**src/rtl/countdown_pkg.sv**
```systemverilog
// Shared definitions for the countdown timer: FSM encoding, default tick
// divider, seven-segment constants and BCD helper functions.
package countdown_pkg;

    // 50 MHz / 500000 = one tick every 0.01 s
    localparam int TICK_DIV_DEFAULT = 500000;

    typedef enum logic [1:0] {
        ST_IDLE   = 2'd0,
        ST_PAUSED = 2'd1,
        ST_RUN    = 2'd2,
        ST_DONE   = 2'd3
    } state_t;

    // Active-low segment patterns, bit order {g,f,e,d,c,b,a}
    localparam logic [6:0] SEG_0     = 7'b1000000;
    localparam logic [6:0] SEG_1     = 7'b1111001;
    localparam logic [6:0] SEG_2     = 7'b0100100;
    localparam logic [6:0] SEG_3     = 7'b0110000;
    localparam logic [6:0] SEG_4     = 7'b0011001;
    localparam logic [6:0] SEG_5     = 7'b0010010;
    localparam logic [6:0] SEG_6     = 7'b0000010;
    localparam logic [6:0] SEG_7     = 7'b1111000;
    localparam logic [6:0] SEG_8     = 7'b0000000;
    localparam logic [6:0] SEG_9     = 7'b0010000;
    localparam logic [6:0] SEG_BLANK = 7'b1111111;

    // Force every nibble into the legal BCD range 0..9
    function automatic logic [15:0] bcd_clamp(input logic [15:0] v);
        logic [15:0] r;
        r = v;
        for (int i = 0; i < 4; i++) begin
            if (v[i*4 +: 4] > 4'd9) r[i*4 +: 4] = 4'd9;
        end
        return r;
    endfunction

    // Subtract one with decimal borrow; saturates at 0000
    function automatic logic [15:0] bcd_dec(input logic [15:0] v);
        logic [15:0] r;
        logic        borrow;
        r      = v;
        borrow = 1'b1;
        if (v == 16'h0000) return 16'h0000;
        for (int i = 0; i < 4; i++) begin
            if (borrow) begin
                if (v[i*4 +: 4] == 4'd0) begin
                    r[i*4 +: 4] = 4'd9;
                end else begin
                    r[i*4 +: 4] = v[i*4 +: 4] - 4'd1;
                    borrow      = 1'b0;
                end
            end
        end
        return r;
    endfunction

endpackage

```
**src/rtl/seg7_decode.sv**
```systemverilog
// Combinational BCD digit to active-low seven-segment pattern.
// Non-decimal codes light nothing.
module seg7_decode
    import countdown_pkg::*;
(
    input  logic [3:0] bcd,
    output logic [6:0] seg
);

    // Table lookup of the segment pattern for one digit
    always_comb begin
        seg = SEG_BLANK;
        case (bcd)
            4'd0:    seg = SEG_0;
            4'd1:    seg = SEG_1;
            4'd2:    seg = SEG_2;
            4'd3:    seg = SEG_3;
            4'd4:    seg = SEG_4;
            4'd5:    seg = SEG_5;
            4'd6:    seg = SEG_6;
            4'd7:    seg = SEG_7;
            4'd8:    seg = SEG_8;
            4'd9:    seg = SEG_9;
            default: seg = SEG_BLANK;
        endcase
    end

endmodule

```
**src/rtl/countdown_timer.sv**
```systemverilog
// Four-digit BCD countdown timer (tens of seconds down to hundredths) with
// preset load, start/pause toggle and registered seven-segment outputs.
//
// Control protocol: load is a level sampled every cycle and always wins;
// start_stop is a debounced level whose rising edge (detected against a
// one-cycle delayed copy) toggles RUN/PAUSED. An edge coinciding with load
// is dropped, not deferred.
module countdown_timer
    import countdown_pkg::*;
#(
    parameter int TICK_DIV = TICK_DIV_DEFAULT
) (
    input  logic        CLOCK_50,
    input  logic        RST,
    input  logic        load,
    input  logic [15:0] preset_bcd,
    input  logic        start_stop,
    output logic [15:0] digits,
    output logic [6:0]  HEX0,
    output logic [6:0]  HEX1,
    output logic [6:0]  HEX2,
    output logic [6:0]  HEX3,
    output logic        running,
    output logic        done,
    output state_t      dbg_state
);

    localparam int PW = (TICK_DIV > 1) ? $clog2(TICK_DIV) : 1;
    localparam logic [PW-1:0] PRESC_LAST = PW'(TICK_DIV - 1);

    state_t      state;
    logic [PW-1:0] prescaler;
    logic        start_stop_q;
    logic        start_edge;
    logic [15:0] preset_clamped;
    logic [6:0]  seg0_next, seg1_next, seg2_next, seg3_next;

    assign start_edge     = start_stop & ~start_stop_q;
    assign preset_clamped = bcd_clamp(preset_bcd);

    assign running   = (state == ST_RUN);
    assign done      = (state == ST_DONE);
    assign dbg_state = state;

    // Main FSM: load, run/pause toggling, prescaler and BCD decrement
    always_ff @(posedge CLOCK_50) begin
        if (RST) begin
            state        <= ST_IDLE;
            digits       <= 16'h0000;
            prescaler    <= '0;
            start_stop_q <= 1'b0;
        end else begin
            start_stop_q <= start_stop;
            if (load) begin
                digits <= preset_clamped;
                state  <= (preset_clamped == 16'h0000) ? ST_IDLE : ST_PAUSED;
            end else begin
                case (state)
                    ST_PAUSED: begin
                        if (start_edge) begin
                            state     <= ST_RUN;
                            prescaler <= '0;
                        end
                    end
                    ST_RUN: begin
                        if (start_edge) begin
                            // Pausing takes precedence over a coincident tick
                            state <= ST_PAUSED;
                        end else if (prescaler == PRESC_LAST) begin
                            prescaler <= '0;
                            digits    <= bcd_dec(digits);
                            if (digits <= 16'h0001) state <= ST_DONE;
                        end else begin
                            prescaler <= prescaler + 1'b1;
                        end
                    end
                    default: ; // IDLE and DONE hold everything
                endcase
            end
        end
    end

    seg7_decode u_seg0 (.bcd(digits[3:0]),   .seg(seg0_next));
    seg7_decode u_seg1 (.bcd(digits[7:4]),   .seg(seg1_next));
    seg7_decode u_seg2 (.bcd(digits[11:8]),  .seg(seg2_next));
    seg7_decode u_seg3 (.bcd(digits[15:12]), .seg(seg3_next));

    // Display registers: one cycle behind digits, show "0000" out of reset
    always_ff @(posedge CLOCK_50) begin
        if (RST) begin
            HEX0 <= SEG_0;
            HEX1 <= SEG_0;
            HEX2 <= SEG_0;
            HEX3 <= SEG_0;
        end else begin
            HEX0 <= seg0_next;
            HEX1 <= seg1_next;
            HEX2 <= seg2_next;
            HEX3 <= seg3_next;
        end
    end

endmodule

```
**config.mk**
```make
export PLATFORM = sky130hd
export DESIGN_NAME = countdown_timer
export DESIGN_NICKNAME = d
export VERILOG_FILES = /design/src/rtl/countdown_pkg.sv /design/src/rtl/seg7_decode.sv /design/src/rtl/countdown_timer.sv
export SDC_FILE = /design/constraint.sdc
export NUM_CORES = 1
export LEC_CHECK = 0
export BUFFER_PORTS_ARGS = -buffer_cell sky130_fd_sc_hd__buf_2
export CAP_MARGIN = 10
export CORE_ASPECT_RATIO = 0.6
export CORE_MARGIN = 2
export CORE_UTILIZATION = 55
export CTS_CLUSTER_DIAMETER = 80
export DETAILED_ROUTE_END_ITERATION = 7
export PLACE_DENSITY = 0.79
export SYNTH_ARGS = -nofsm -noshare
export SYNTH_HDL_FRONTEND = slang
export SYNTH_SLANG_ARGS = --single-unit
```
**constraint.sdc**
```tcl
create_clock -name CLOCK_50 -period 4.9 [get_ports CLOCK_50]
set_input_delay 0.245 -clock CLOCK_50 [delete_from_list [all_inputs] [get_ports CLOCK_50]]
set_output_delay 0.245 -clock CLOCK_50 [all_outputs]
set_load 0.03 [all_outputs]
```
# --- After elaboration in Yosys (flattened, before gate mapping) ---
# Memory sizes are Yosys's and may differ from the RTL's. A register that Yosys moved wholly into a read port is not among the register bits.
# Index checks and enable logic that the tools add are counted.
# W data, S select, Z words.
word_totals:
  ff_bits: 38
  romBits: 448
  input_bits: 20
  out_inout_bits: 48
  elab_cells: 110
  n_memories: 4
op_classes:
  add_sub_neg: 5
  order_cmp: 5
  n_eq_ne: 10
  muxes: 57
  bitwise: 3
  reduce_logical: 19
memory_table:
  columns: ["name", "depth", "word_bits", "rd", "rd_ports_with_merged_regs", "wr", "line_no", "source"]
  rows:
  - ["(no name shown)", 16, 7, 1, 1, 0, "seg7_decode.sv:13", "case (bcd)"]
  - ["(no name shown)", 16, 7, 1, 1, 0, "seg7_decode.sv:13", null]
  - ["(no name shown)", 16, 7, 1, 1, 0, "seg7_decode.sv:13", null]
  - ["(no name shown)", 16, 7, 1, 1, 0, "seg7_decode.sv:13", null]
ops:
  columns: ["op", "n"]
  rows:
  - ["$mux W16", 6]
  - ["$mux W19", 3]
  - ["$mux W4", 11]
  - ["$pmux W19 S2", 1]
  - ["$logic_not A16 Y1", 2]
  - ["$mux W1", 30]
  - ["$reduce_and A4 Y1", 5]
  - ["$add A19 B1 Y19 const B", 1]
  - ["$eq A19 B19 Y1 const B", 1]
  - ["$gt A4 B4 Y1 const B", 4]
  - ["$le A16 B1 Y1 const B", 1]
  - ["$logic_not A4 Y1", 4]
  - ["$sub A4 B1 Y4 const B", 4]
  - ["$reduce_bool A3 Y1", 4]
  - ["$mux W2", 5]
  - ["$ne A4 B2 Y1 const B", 2]
  - ["$ne A2 B2 Y1 const B", 3]
  - ["$reduce_bool A2 Y1", 3]
  - ["$eq A2 B2 Y1 const B", 2]
  - ["$pmux W2 S2", 1]
  - ["$ne A3 B3 Y1 const B", 1]
  - ["$reduce_and A3 Y1", 1]
  - ["$eq A2 B1 Y1 const B", 1]
  - ["$not A1 Y1", 2]
  - ["$and A1 B1 Y1", 1]

# --- Depth between registers and ports, before layout ---
logic_depth:
  word_depth: 33
  mapped_depth: 8
  mapped_depth_nobuf: 7

# --- By module ---
# Synthesis repeated with hierarchy kept, for this count alone.
hier_totals:
  cells_unflattened: 480
  hier_area_um2: 3848.7
by_module_without_submodules:
  columns: ["module", "instances", "cells_each", "area_each_um2", "seq_area_each_um2"]
  rows:
  - ["countdown_timer", 1, 348, 3007.9, 1321.3]
  - ["seg7_decode", 4, 33, 210.2, 0.0]

# --- Worst setup path before layout ---
# OpenSTA, ideal clock, no wires.
synth_timing:
  path_type: "register -> register"
  from: "register digits[9]"
  to: "register digits[15]"
  setup_time_ns: 0.074
  arrival_time_ns: 2.182
  t_required_ns: 4.826
  path_slack_ns: 2.643
  stages_incl_launch_ff: 8
  n_path_buf: 0
  synth_period_minus_slack_ns: 2.257
  cell_sequence: "dfxtp_1 -> inv_1 -> ha_1 -> nor3b_1 -> nor4b_4 -> or4_1 -> a221o_1 -> o21ai_0"
synth_between:
  elab_chain_cells: 12
  word_cells_on_any_way: 23
  classes_between: "mux (19); reduce/logical (4)"
synth_lines:
  columns: ["element", "line_no", "source"]
  rows:
  - ["start, declared", "countdown_timer.sv:18", "output logic [15:0] digits,"]
  - ["start signal, assigned", "countdown_timer.sv:55", "digits <= preset_clamped;"]
  - ["start signal, assigned", "countdown_timer.sv:71", "digits <= bcd_dec(digits);"]
  - ["$logic_not A16 Y1", "countdown_pkg.sv:44", "if (v == 16'h0000) return 16'h0000;"]
  - ["$mux W1", "countdown_pkg.sv:44", null]
  - ["$mux W1", "countdown_timer.sv:69", "end else if (prescaler == PRESC_LAST) begin"]
  - ["$mux W1", "countdown_timer.sv:66", "if (start_edge) begin"]
  - ["$mux W1", "countdown_timer.sv:58", "case (state)"]
  - ["$mux W1", "countdown_timer.sv:54", "if (load) begin"]
  - ["$mux W1", "countdown_timer.sv:47", "if (RST) begin"]
  - ["$mux W16", "countdown_pkg.sv:45", "for (int i = 0; i < 4; i++) begin"]
  - ["$mux W16", "countdown_timer.sv:69", null]
  - ["$mux W16", "countdown_timer.sv:66", null]
  - ["$mux W16", "countdown_timer.sv:58", null]
  - ["$mux W16", "countdown_timer.sv:54", null]
# Parallel ways exist; a longest one is shown, timed or not. The select of a mux whose other input is x is not followed.
# A chain may end at the register's enable or synchronous reset.

# --- Final worst setup path ---
layout_timing:
  from: "register digits[8]"
  to: "register digits[11]"
# Same word-level chain as after synthesis.

==> flow_metrics.tcl <==
set metrics [dict create \
    status "finished clean" \
    synth_top_cell_area_share 0.352 \
    holdPathEnd "start_stop_q" \
    synthMostInstantiatedCell "dfxtp_1" \
    layout-drive-gt1-share 0.201 \
    n_antenna_cell 0 \
    dr_total_vias 3523 \
    max_stage_delay_ns 0.62 \
    path_cells "inv_1, ha_1, nor3b_1, nor4b_4, a211oi_1, a211oi_1, nor3_1" \
    reg2regPathDepth 7 \
    ant_nets 0 \
    synth_flop_cell "dfxtp_1" \
    synthTopCellsByCount "dfxtp_1 (66), nor2_1 (47), a21oi_1 (42), nand2_1 (33), o21ai_0 (33)" \
    ff2ff_setup_slack_ns 2.35 \
    internal_power_mw 1.03 \
    p_comb_frac 0.200 \
    first_global_vias 3041 \
    drv_slew 0 \
    netlist_top_cells_area "dfxtp_1 (35%), ha_1 (8.0%), a21oi_1 (5.6%)" \
    cts-root-buf "clkbuf_16" \
    track_usage 0.257 \
    tightest_slew_ns 0.833 \
    hold_depth 2 \
    drt_iter0_drc 305 \
    wl_mm 9.23 \
    worstPathArrival_ns 2.72 \
    ios 68 \
    rows 23 \
    synth.distinct_cells 60 \
    grt_antenna_before_repair 0 \
    dp_hpwl_mm 6.66 \
    synthCells 452 \
    synth_nets 496 \
    syn_avg_cell_area_um2 8.30 \
    ys_ff_latch 66 \
    first_pass_iters 5 \
    insertion_delay_ns 0.33 \
    yosysTopAreaCell "dfxtp_1" \
    end_kind "register" \
    clkSlewWorstSetupHoldPaths_ns 0.05 \
    die_width_um 111 \
    p_leak_nw 1.86 \
    fmax_mhz 392 \
    start_util 0.565 \
    pwr-share-clk 0.390 \
    nNetsFinal 551 \
    placed_cell_area_um2 4100 \
    worstHoldStart "start_stop" \
    p_per_area_nw_per_um2 339 \
    core_area_um2 6650 \
    die_height_um 68.0 \
    synth_area_um2 3750 \
    maxCapViolations 0 \
    p_sw_frac 0.305 \
    grt_overflow_total 0 \
    cp_common_cell "a211oi_1" \
    period_share 0.521 \
    grt_setup_unrepaired "false" \
    cts_tree "yes" \
    cp.required_ns 5.07 \
    drc 0 \
    htree_num_levels 3 \
    cts_resized 0 \
    power_switching_mw 0.451 \
    skew_ns 0.00457 \
    ys_warn_count 0 \
    area_delta_synth_final_pct 16.2 \
    cts_buffers 9 \
    synth-async-reset-ratio 0 \
    timing_hold_violations_final 0 \
    finalSetupTns_ns 0 \
    path_max_fanout 8 \
    gp_congestion 0.859 \
    start_kind "register" \
    clock_path_buffers 2 \
    grt_max_degree 47 \
    r2r_start "digits[8]" \
    ir_worst_vdd_v 0.000224 \
    grt_first_pass_wirelength_mm 15.4 \
    postCtsSetupBuffers 0 \
    die_area_um2 7520 \
    avgRoutedWirePerCell_um 15.4 \
    crit_path_top_delay_cell "nor3b_1" \
    maxSlewHeadroom 0.445 \
    routed_via_density 5.88 \
    crit_type "reg -> reg" \
    finalSetupViolCount 0 \
    min_path_type "in -> reg" \
    synth_edf_count 0 \
    rr_endpoint "digits[11]" \
    clock_sinks 66 \
    final_area_um2 4360 \
    seq_area_frac_synth 0.352 \
    layout_min_cycle_time_ns 2.55 \
    portBuffers 67 \
    seqPwrFrac 0.411 \
    cts_hold_buf 0 \
]
power groups by stage:
stage | combinational, mW | sequential [mW] | clock [mW]
final | 0.295 | 0.608 | 0.576
after global routing | 0.321 | 0.612 | 0.615
after CTS | 0.293 | 0.607 | 0.587
after detailed placement | 0.291 | 0.618 | 0
after global placement | 0.287 | 0.616 | 0
after floorplan | 0.159 | 0.667 | 0
cell families after synthesis:
| logic type | count (synthesis) | synth area share |
|---|---|---|
| XOR/XNOR | 12 | 0.0280 |
| adder cells (fa/ha/maj) | 24 | 0.0800 |
| multiplexers | 9 | 0.0253 |
| AND/OR/NAND/NOR | 162 | 0.238 |
| buffers and inverters | 42 | 0.0467 |
| AO/OA/AOI/OAI | 137 | 0.230 |
| flip-flops | 66 | 0.352 |
how the worst max path moves through the flow:
stage / slack [ns] / start / cells past startpoint / to
final: 2.35 / digits[8] / 7 / digits[11]
after global routing: 2.11 / digits[8] / 7 / digits[15]
after CTS: 2.41 / digits[8] / 7 / digits[15]
after detailed placement: 2.39 / load / 6 / prescaler[2]
after global placement: 2.42 / digits[8] / 7 / digits[8]
after floorplan: 2.64 / digits[9] / 7 / digits[15]
state kept, by name, summed over array words and instances, names as in the netlist:
signal        count
HEX1              7
start_stop_q      1
digits           16
HEX0              7
HEX3              7
dbg_state         2
prescaler        19
HEX2              7
final cells by class:
class	count	area [µm²]
fillers	552	2290
multi-input cells	344	2260
flip-flops and latches	66	1320
repair buffers	67	335
clock buffers	13	250
well taps	87	109
inverters	19	72.6
clock inverters	3	15.0
cell usage in the layout (no fill, tap or decap), types with 7 or more instances in the layout:
| cell | instances |
|---|---|
| nor2_1 | 47 |
| o21a_1 | 8 |
| nand2b_1 | 12 |
| a211oi_1 | 14 |
| dfxtp_1 | 66 |
| nor3_1 | 11 |
| clkbuf_16 | 9 |
| a21oi_1 | 42 |
| nor2b_1 | 8 |
| a31oi_1 | 7 |
| xor2_1 | 12 |
| buf_2 | 67 |
| inv_1 | 18 |
| ha_1 | 24 |
| nand3_1 | 7 |
| nand2_1 | 33 |
| o21ai_0 | 33 |
stage by stage:
stage | hold WS (ns) | worst slack [ns] | instances | total power, mW | util
floorplan | 0.373 | 2.64 | 452 | 0.827 | -
global placement | 0.459 | 2.42 | 583 | 0.903 | 0.616
detailed placement | 0.466 | 2.39 | 583 | 0.909 | 0.616
CTS | 0.144 | 2.41 | 599 | 1.49 | 0.656
global route | 0.163 | 2.11 | 599 | 1.55 | 0.656
finish | 0.151 | 2.35 | 599 | 1.48 | 0.656
worst max-delay path, delay by kind of cell (launching register included):
family / cells / cell delay, ns
AND/OR/NAND/NOR: 3 / 1.26
buffers and inverters: 1 / 0.18
adder cells (fa/ha/maj): 1 / 0.23
flip-flops: 1 / 0.39
AO/OA/AOI/OAI: 2 / 0.32
layer usage:
metal  track usage  wire length (µm)  up-vias
met5             0                 0        -
met4        0.0797               102        0
met3        0.0850               821       14
met2         0.369              3810      160
met1         0.364              4500     1613
li1              -                 -     1736
(Power assumes the default switching activity.)
